<file path="config.mk">
export PLATFORM = sky130hd
export DESIGN_NAME = sp_ram_arb
export DESIGN_NICKNAME = d
export VERILOG_FILES = /design/src/rtl/sp_ram_arb_pkg.sv /design/src/rtl/sp_ram_arb_rsp_fifo2.sv /design/src/rtl/sp_ram_arb.sv
export SDC_FILE = /design/constraint.sdc
export NUM_CORES = 1
export LEC_CHECK = 0
export ABC_AREA = 1
export CORE_UTILIZATION = 49
export DETAILED_ROUTE_END_ITERATION = 8
export PLACE_DENSITY = 0.83
export SLEW_MARGIN = 20
export SYNTH_ARGS = -nofsm -noshare
export SYNTH_HDL_FRONTEND = slang
export SYNTH_SLANG_ARGS = --single-unit
</file>
<file path="constraint.sdc">
create_clock -name clka -period 7.25 [get_ports clka]
set_clock_uncertainty 0.2 [all_clocks]
set_input_delay 0.725 -clock clka [delete_from_list [all_inputs] [get_ports clka]]
set_output_delay 0.725 -clock clka [all_outputs]
set_load 0.05 [all_outputs]
</file>
<file path="src/rtl/sp_ram_arb_pkg.sv">
// rtl/sp_ram_arb_pkg.sv - shared types for the single-port RAM arbiter
// Purpose: names the arbitration sides so the round-robin pointer reads clearly.
// Ports: none (package).
package sp_ram_arb_pkg;

  // Which requester won the most recent accepted transfer.
  typedef enum logic {
    GNT_RD = 1'b0,
    GNT_WR = 1'b1
  } grant_e;

endpackage

</file>
<file path="src/rtl/sp_ram_arb_rsp_fifo2.sv">
// rtl/sp_ram_arb_rsp_fifo2.sv - two-entry read response buffer
// Purpose: holds up to two read responses; the head entry is a flop so the
//          output data is registered with no read mux.
// Ports:
//   clk, rst              clock, asynchronous active-high reset
//   push, push_data       write one entry at the tail
//   pop                   remove the head entry (ignored when empty)
//   count                 number of valid entries (0..2)
//   head_data             oldest entry, zero after reset
module rsp_fifo2 #(
  parameter int DATA_WIDTH = 32
) (
  input  logic                  clk,
  input  logic                  rst,
  input  logic                  push,
  input  logic [DATA_WIDTH-1:0] push_data,
  input  logic                  pop,
  output logic [1:0]            count,
  output logic [DATA_WIDTH-1:0] head_data
);

  logic [DATA_WIDTH-1:0] e0_q, e0_d;
  logic [DATA_WIDTH-1:0] e1_q, e1_d;
  logic [1:0]            count_q, count_d;
  logic                  pop_ok;

  always_comb begin
    e0_d    = e0_q;
    e1_d    = e1_q;
    count_d = count_q;
    pop_ok  = pop && (count_q != 2'd0);
    case ({push, pop_ok})
      2'b10: begin
        // A push into a full buffer is dropped; the arbiter's credit prevents it.
        if (count_q == 2'd0) begin
          e0_d    = push_data;
          count_d = 2'd1;
        end else if (count_q == 2'd1) begin
          e1_d    = push_data;
          count_d = 2'd2;
        end
      end
      2'b01: begin
        // Entries shift toward the head so e0 is always the oldest.
        e0_d    = e1_q;
        count_d = count_q - 2'd1;
      end
      2'b11: begin
        if (count_q == 2'd1) begin
          e0_d = push_data;
        end else begin
          e0_d = e1_q;
          e1_d = push_data;
        end
      end
      default: ;
    endcase
  end

  always_ff @(posedge clk or posedge rst) begin
    if (rst) begin
      e0_q    <= '0;
      e1_q    <= '0;
      count_q <= 2'd0;
    end else begin
      e0_q    <= e0_d;
      e1_q    <= e1_d;
      count_q <= count_d;
    end
  end

  assign count     = count_q;
  assign head_data = e0_q;

endmodule

</file>
<file path="src/rtl/sp_ram_arb.sv">
// rtl/sp_ram_arb.sv - read/write arbiter in front of an external single-port RAM
// Purpose: accepts at most one write or read per cycle, round-robin on contention,
//          and returns read data in order through a two-entry response buffer.
// Ports:
//   clka, rsta                         clock, asynchronous active-high reset
//   wr_valid/wr_ready, wr_addr/wr_data write request
//   rd_valid/rd_ready, rd_addr         read request
//   rsp_valid/rsp_ready, rsp_data      read response (registered data)
//   ram_ena/ram_wea/ram_addra/ram_dina RAM port controls (combinational)
//   ram_douta                          RAM read data, one cycle after a read issue
import sp_ram_arb_pkg::*;

module sp_ram_arb #(
  parameter int DATA_WIDTH = 32,
  parameter int ADDR_WIDTH = 10
) (
  input  logic                  clka,
  input  logic                  rsta,
  input  logic                  wr_valid,
  output logic                  wr_ready,
  input  logic [ADDR_WIDTH-1:0] wr_addr,
  input  logic [DATA_WIDTH-1:0] wr_data,
  input  logic                  rd_valid,
  output logic                  rd_ready,
  input  logic [ADDR_WIDTH-1:0] rd_addr,
  output logic                  rsp_valid,
  input  logic                  rsp_ready,
  output logic [DATA_WIDTH-1:0] rsp_data,
  output logic                  ram_ena,
  output logic                  ram_wea,
  output logic [ADDR_WIDTH-1:0] ram_addra,
  output logic [DATA_WIDTH-1:0] ram_dina,
  input  logic [DATA_WIDTH-1:0] ram_douta
);

  grant_e     last_grant_q, last_grant_d;
  logic       inflight_q, inflight_d;
  logic [1:0] fifo_count;
  logic       rsp_pop;
  logic [2:0] rd_load;
  logic       rd_credit;
  logic       wr_elig, rd_elig;
  logic       gnt_wr, gnt_rd;

  assign rsp_pop = rsp_valid & rsp_ready;

  // Reads buffered plus the one whose data lands next cycle, less the one leaving
  // now, must stay below the buffer depth so the push never finds it full.
  assign rd_load   = {1'b0, fifo_count} + {2'b00, inflight_q} - {2'b00, rsp_pop};
  assign rd_credit = (rd_load < 3'd2);

  always_comb begin
    wr_elig      = 1'b0;
    rd_elig      = 1'b0;
    gnt_wr       = 1'b0;
    gnt_rd       = 1'b0;
    last_grant_d = last_grant_q;
    if (!rsta) begin
      wr_elig = wr_valid;
      rd_elig = rd_valid & rd_credit;
      if (wr_elig && rd_elig) begin
        if (last_grant_q == GNT_RD) gnt_wr = 1'b1;
        else                        gnt_rd = 1'b1;
      end else begin
        gnt_wr = wr_elig;
        gnt_rd = rd_elig;
      end
    end
    if (gnt_wr)      last_grant_d = GNT_WR;
    else if (gnt_rd) last_grant_d = GNT_RD;
    inflight_d = gnt_rd;
  end

  always_ff @(posedge clka or posedge rsta) begin
    if (rsta) begin
      last_grant_q <= GNT_RD;
      inflight_q   <= 1'b0;
    end else begin
      last_grant_q <= last_grant_d;
      inflight_q   <= inflight_d;
    end
  end

  assign wr_ready  = gnt_wr;
  assign rd_ready  = gnt_rd;
  assign ram_ena   = gnt_wr | gnt_rd;
  assign ram_wea   = gnt_wr;
  assign ram_addra = gnt_wr ? wr_addr : rd_addr;
  assign ram_dina  = wr_data;

  rsp_fifo2 #(
    .DATA_WIDTH(DATA_WIDTH)
  ) u_rsp_fifo2 (
    .clk      (clka),
    .rst      (rsta),
    .push     (inflight_q),
    .push_data(ram_douta),
    .pop      (rsp_pop),
    .count    (fifo_count),
    .head_data(rsp_data)
  );

  assign rsp_valid = (fifo_count != 2'd0);

endmodule

</file>
* Word-level counts from Yosys, hierarchy flattened *
Index checks and enable logic that the tools add are counted.

word-level totals
  bits in registers = 68
  input bits = 89
  output and inout port bits = 79

cells by class
  $add $sub $neg = 3
  magnitude comparators = 1
  equality and inequality tests = 8
  multiplexer cells = 18
  bitwise gates (word level) = 3
  reductions and logical operators = 11

operators with widths
  operator                                                               number
  32-bit two-way mux                                                     4
  32-bit one-hot mux with 3 select lines                                 1
  32-bit one-hot mux with 2 select lines                                 1
  10-bit two-way mux                                                     1
  1-bit two-way mux                                                      8
  2-bit nonzero test                                                     4
  2-bit by 1-bit equality test with 1-bit output, second input constant  2
  2-bit equality test, second input constant                             2
  2-bit two-way mux                                                      2
  2-bit != test, second input constant                                   2
  2-bit one-hot mux with 2 select lines                                  1
  2-bit AND reduction                                                    2
  2-bit by 1-bit adder with 3-bit output                                 1
  3-bit by 2-bit < comparator with 1-bit output, second input constant   1
  3-bit by 1-bit != test with 1-bit output, second input constant        1
  3-bit AND reduction                                                    1
  3-bit nonzero test                                                     1
  3-bit by 1-bit subtractor with 3-bit output                            1
  1-bit bitwise AND                                                      2
  1-bit logical AND                                                      2
  2-bit logical NOT                                                      1
  2-bit by 1-bit != test with 1-bit output, second input constant        1
  2-bit by 1-bit subtractor with 2-bit output, second input constant     1
  1-bit bitwise OR                                                       1

* Logic depth before layout (Yosys ltp) *
  depth after elaboration = 10
  gate-level depth with buffers = 15
  gate-level depth less buffers = 14

* Hierarchy *
A second synthesis with hierarchy kept.

second synthesis, totals
  cell total of the unflattened synthesis = 747
  area total of the unflattened synthesis = 4822.1 µm²

modules (own cells, without submodules)
  module      times used  cells each  area each (µm²)  sequential area each (µm²)
  rsp_fifo2   1           654         4170.2           1651.6
  sp_ram_arb  1           93          651.9            50.0

* Least setup slack after synthesis *
OpenSTA, ideal clock, no wires.

  path type = input to output
  start point = input port rsta
  end point = output port ram_ena
  data arrival time = 3748 ps
  data required time = 6325 ps
  slack = 2577 ps
  stages on the path = 3
  path buffers = 0
  cells stage by stage = inv_1 o21ai_0 o21ai_0

between the ends
  cells in the longest elaborated chain, start to end = 2

RTL lines
  what                  line              source
  start: declaration    sp_ram_arb.sv:18  input logic rsta,
  1-bit two-way mux     sp_ram_arb.sv:58  if (!rsta) begin
  1-bit bitwise OR (*)  sp_ram_arb.sv:86  assign ram_ena = gnt_wr | gnt_rd;
  end: declaration      sp_ram_arb.sv:29  output logic ram_ena,

Mark *: on every way between the ends. The rest lies on a longest branch, timed or not.

* Final worst setup path *
  start point = register u_rsp_fifo2.count_q[1] (netlist: u_rsp_fifo2.count[1])
  end point = output port ram_addra[6]

between the ends
  cells in the longest elaborated chain, start to end = 9

RTL lines
  what                                                                                            line                        source
  start: declaration                                                                              sp_ram_arb_rsp_fifo2.sv:24  logic [1:0] count_q, count_d;
  start signal: assignment                                                                        sp_ram_arb_rsp_fifo2.sv:68  count_q <= count_d;
  parallel branches: the longest is 2 deep, another holds 2-bit by 1-bit adder with 3-bit output  --
  3-bit by 1-bit subtractor with 3-bit output (*)                                                 sp_ram_arb.sv:49            assign rd_load = {1'b0, fifo_count} + {2'b00, inflight_q} - {2'b00, rsp_pop};
  3-bit by 2-bit < comparator with 1-bit output (*)                                               sp_ram_arb.sv:50            assign rd_credit = (rd_load < 3'd2);
  1-bit bitwise AND (*)                                                                           sp_ram_arb.sv:60            rd_elig = rd_valid & rd_credit;
  1-bit logical AND (*)                                                                           sp_ram_arb.sv:61            if (wr_elig && rd_elig) begin
  1-bit two-way mux (*)                                                                           sp_ram_arb.sv:61
  1-bit two-way mux (*)                                                                           sp_ram_arb.sv:58
  10-bit two-way mux (*)                                                                          sp_ram_arb.sv:88            assign ram_addra = gnt_wr ? wr_addr : rd_addr;
  end: declaration                                                                                sp_ram_arb.sv:31            output logic [ADDR_WIDTH-1:0] ram_addra,

Mark *: on every way between the ends.

==> results_dict.tcl <==
set metrics [dict create \
    wl_per_cell_um 13.59 \
    timing.critical_path.mode_cell "nand2_1" \
    arrival_ns 4.29 \
    clock_path_buffers 2 \
    clock-sinks 68 \
    finalWirelength_um 11230 \
    drt-pass1-iter-count 6 \
    whs_ns 0.2912 \
    vias 4376 \
    synth_commonest_cells "nand2_1 (256), nor2_1 (96), dfrtp_1 (68), nand3_1 (46), buf_4 (42)" \
    antenna_cells 0 \
    cts_root_buf "clkbuf_8" \
    syn_area_mm2 0.004491 \
    clk_pin_slew_ns 0.08 \
    switchingPower_mw 1.227 \
    irDropWorstVdd_uv 284.7 \
    clkPwrFrac_pct 13.0 \
    io_pins 168 \
    grt_usage_pct 24.14 \
    synth_seq_cells 68 \
    synth.distinct_cells 27 \
    io_buffers 103 \
    ant_nets 0 \
    worstSkewPairLatency_ns 0.35 \
    powerDensity_mw_per_mm2 447.8 \
    cts_tree "built" \
    grt_pass1_wl_um 18850 \
    multiInputGateArea_mm2 0.002226 \
    post-dp-hpwl_um 7172 \
    ff_latch_area_mm2 0.001702 \
    r2r_slack_ns 3.86 \
    fmax_mhz 191.7 \
    postCtsSetupBuffers 0 \
    viasPerCell 5.298 \
    core_area_mm2 0.008806 \
    rr_worst_depth 13 \
    die_area_mm2 0.009551 \
    min_period_ns 5.215 \
    min_to "u_rsp_fifo2.head_data[19]$_DFFE_PP0P_" \
    layout-drive-gt1-share_pct 4.318 \
    syn_area_per_cell_um2 6.722 \
    cts_buffers 9 \
    cp-end-kind "primary output" \
    yosys.area.top_type "dfrtp_1" \
    hp-class "flip-flop to flip-flop" \
    max-cap-violations 0 \
    grt_antenna_before_repair 0 \
    die_w_um 97.73 \
    crit_path_top_delay_cell "clkdlybuf4s50_1" \
    setup_viol 0 \
    finalCritPeriodShare_pct 71.94 \
    p_seq_share_pct 28.0 \
    failed_checks "DRC" \
    hold_depth 2 \
    fillers 785 \
    place_congestion 0.8067 \
    synth.most_common_cell "nand2_1" \
    r2r-end "last_grant_q$_DFFE_PP0P_" \
    synth.top_cells.by_area "dfrtp_1 (38%), nand2_1 (21%), nor2_1 (8.0%)" \
    hold_violations 0 \
    ys_seq_area_share_pct 37.89 \
    yosysTopAreaCellShare_pct 37.89 \
    finalNetCount 810 \
    synth_edf_count 0 \
    p_comb_share_pct 59.0 \
    area.growth.synth_to_final_pct 20.59 \
    cp_top_family "simple AND/OR/NAND/NOR gates" \
    cp_num_buf_inv 5 \
    rsz0062_at_grt "no" \
    cp-start-kind "flip-flop" \
    cp_slowest_stage_delay_ns 0.80 \
    status "complete, but fails checks" \
    initial_utilization_pct 50.99 \
    grt_pass1_vias 4278 \
    rr_startpoint "u_rsp_fifo2.count[1]$_DFFE_PP0P_" \
    fp.dieH_um 97.73 \
    worst_pin_slew_ns 1.054 \
    drcViolationCount 20 \
    min-delay-start "u_rsp_fifo2.head_data[19]$_DFFE_PP0P_" \
    p_leak_nw 2.636 \
    swShare_pct 50.62 \
    async_flop_share_pct 100.0 \
    dominantRegCellSynth "dfrtp_1" \
    drt_iter0_drc 326 \
    syn_inst 668 \
    worstPathCellList "inv_1 -> ha_1 -> inv_2 -> nand2_2 -> inv_1 -> ha_1 -> or2_2 -> fa_1 -> nand2_1 -> inv_1 -> nand4_1 -> nand2_1 -> nand2_1 -> nand2_1 -> clkdlybuf4s50_1" \
    critPathMaxFanout 13 \
    maxSlewViolCount 0 \
    grt_overflow 0 \
    cts.hold.buffers_added 0 \
    synth.net_count 764 \
    cts_resized 0 \
    fin_setup_tns_ns 0 \
    worst-setup-path-type "flip-flop to primary output" \
    required_ns 6.32 \
    ys_warn_count 0 \
    slew_headroom_pct 29.48 \
    grt_max_degree 75 \
    ctsHtreeMaxLevel 3 \
    p_int_mw 1.197 \
    num_rows 34 \
]
-- power groups by stage --
stage / sequential (mW) / combinational (mW) / clock [mW]
after CTS: 0.678 / 1.44 / 0.320
final: 0.679 / 1.43 / 0.316
after global placement: 0.673 / 1.39 / 0
after detailed placement: 0.683 / 1.43 / 0
after global routing: 0.703 / 1.57 / 0.337
after floorplan: 0.969 / 0.810 / 0
-- tightest hold or removal path: stages, from the launching register on --
cell     delay (ns)
dfrtp_1        0.35
nand2_1        0.05
nand2_1        0.06
-- flip-flops by register name, summed over array words and instances (netlist names) --
register               flops
u_rsp_fifo2.head_data     32
u_rsp_fifo2.e1_q          32
inflight_q                 1
u_rsp_fifo2.count          2
last_grant_q               1
-- cell usage in the layout (no fill, tap or decap), drive strengths merged --
cell	instances
dfrtp	68
o21ai	41
or2	4
bufinv	1
ha	6
inv	28
and2	9
nand4	1
nand2	258
a31oi	1
clkinvlp	1
nand3	46
clkdlybuf4s50	103
fa	1
a21oi	10
o211ai	23
clkinv	4
buf	3
nor2	99
a21boi	1
clkbuf	10
-- through the flow --
stage / setup slack, ns / instance area, um2 / utilization (%) / power [mW] / std cells
2_1_floorplan: 2.577 / 4491 / - / 1.779 / 668
3_3_place_gp: 2.167 / 5225 / 59.34 / 2.066 / 811
3_5_place_dp: 2.069 / 5225 / 59.34 / 2.114 / 811
4_1_cts: 2.018 / 5415 / 61.49 / 2.434 / 826
5_1_grt: 1.702 / 5415 / 61.49 / 2.607 / 826
6_report: 2.035 / 5415 / 61.49 / 2.425 / 826
-- metal layers --
| layer | track usage (%) | routed length [um] |
|---|---|---|
| met2 | 41.95 | 5523 |
| met4 | 10.61 | 229 |
| met5 | 0 | 0 |
| met1 | 29.69 | 4865 |
| met3 | 3.865 | 609 |
-- cell type report --
type                    count  area share, %
clock inverters             5         0.9704
clock buffers              10          2.542
multi-input cells         500          41.10
repair buffers            106          19.45
flip-flops and latches     68          31.42
well taps                 108          2.495
inverters                  29          2.010
-- cell families (layout without fill, tap and decap cells) --
kind of cell,count (synthesis),after routing,share of synthesized area [%]
AND/OR/NAND/NOR,417,417,37.42
adder cells (fa/ha/maj),7,7,2.118
buffers and inverters,100,150,12.59
AO/OA/AOI/OAI,76,76,9.975
flip-flops,68,68,37.89
-- worst max-delay path by stage --
stage | from | end | slack, ns | cells after the start
floorplan | rsta | ram_ena | 2.58 | 3
global route | u_rsp_fifo2.count[1]$_DFFE_PP0P_ | ram_addra[1] | 1.70 | 15
CTS | u_rsp_fifo2.count[1]$_DFFE_PP0P_ | ram_addra[4] | 2.02 | 15
detailed placement | rsp_ready | ram_addra[4] | 2.07 | 13
global placement | rsp_ready | ram_addra[4] | 2.17 | 13
finish | u_rsp_fifo2.count[1]$_DFFE_PP0P_ | ram_addra[6] | 2.03 | 15
No activity file was read; power rests on OpenSTA's default activity.
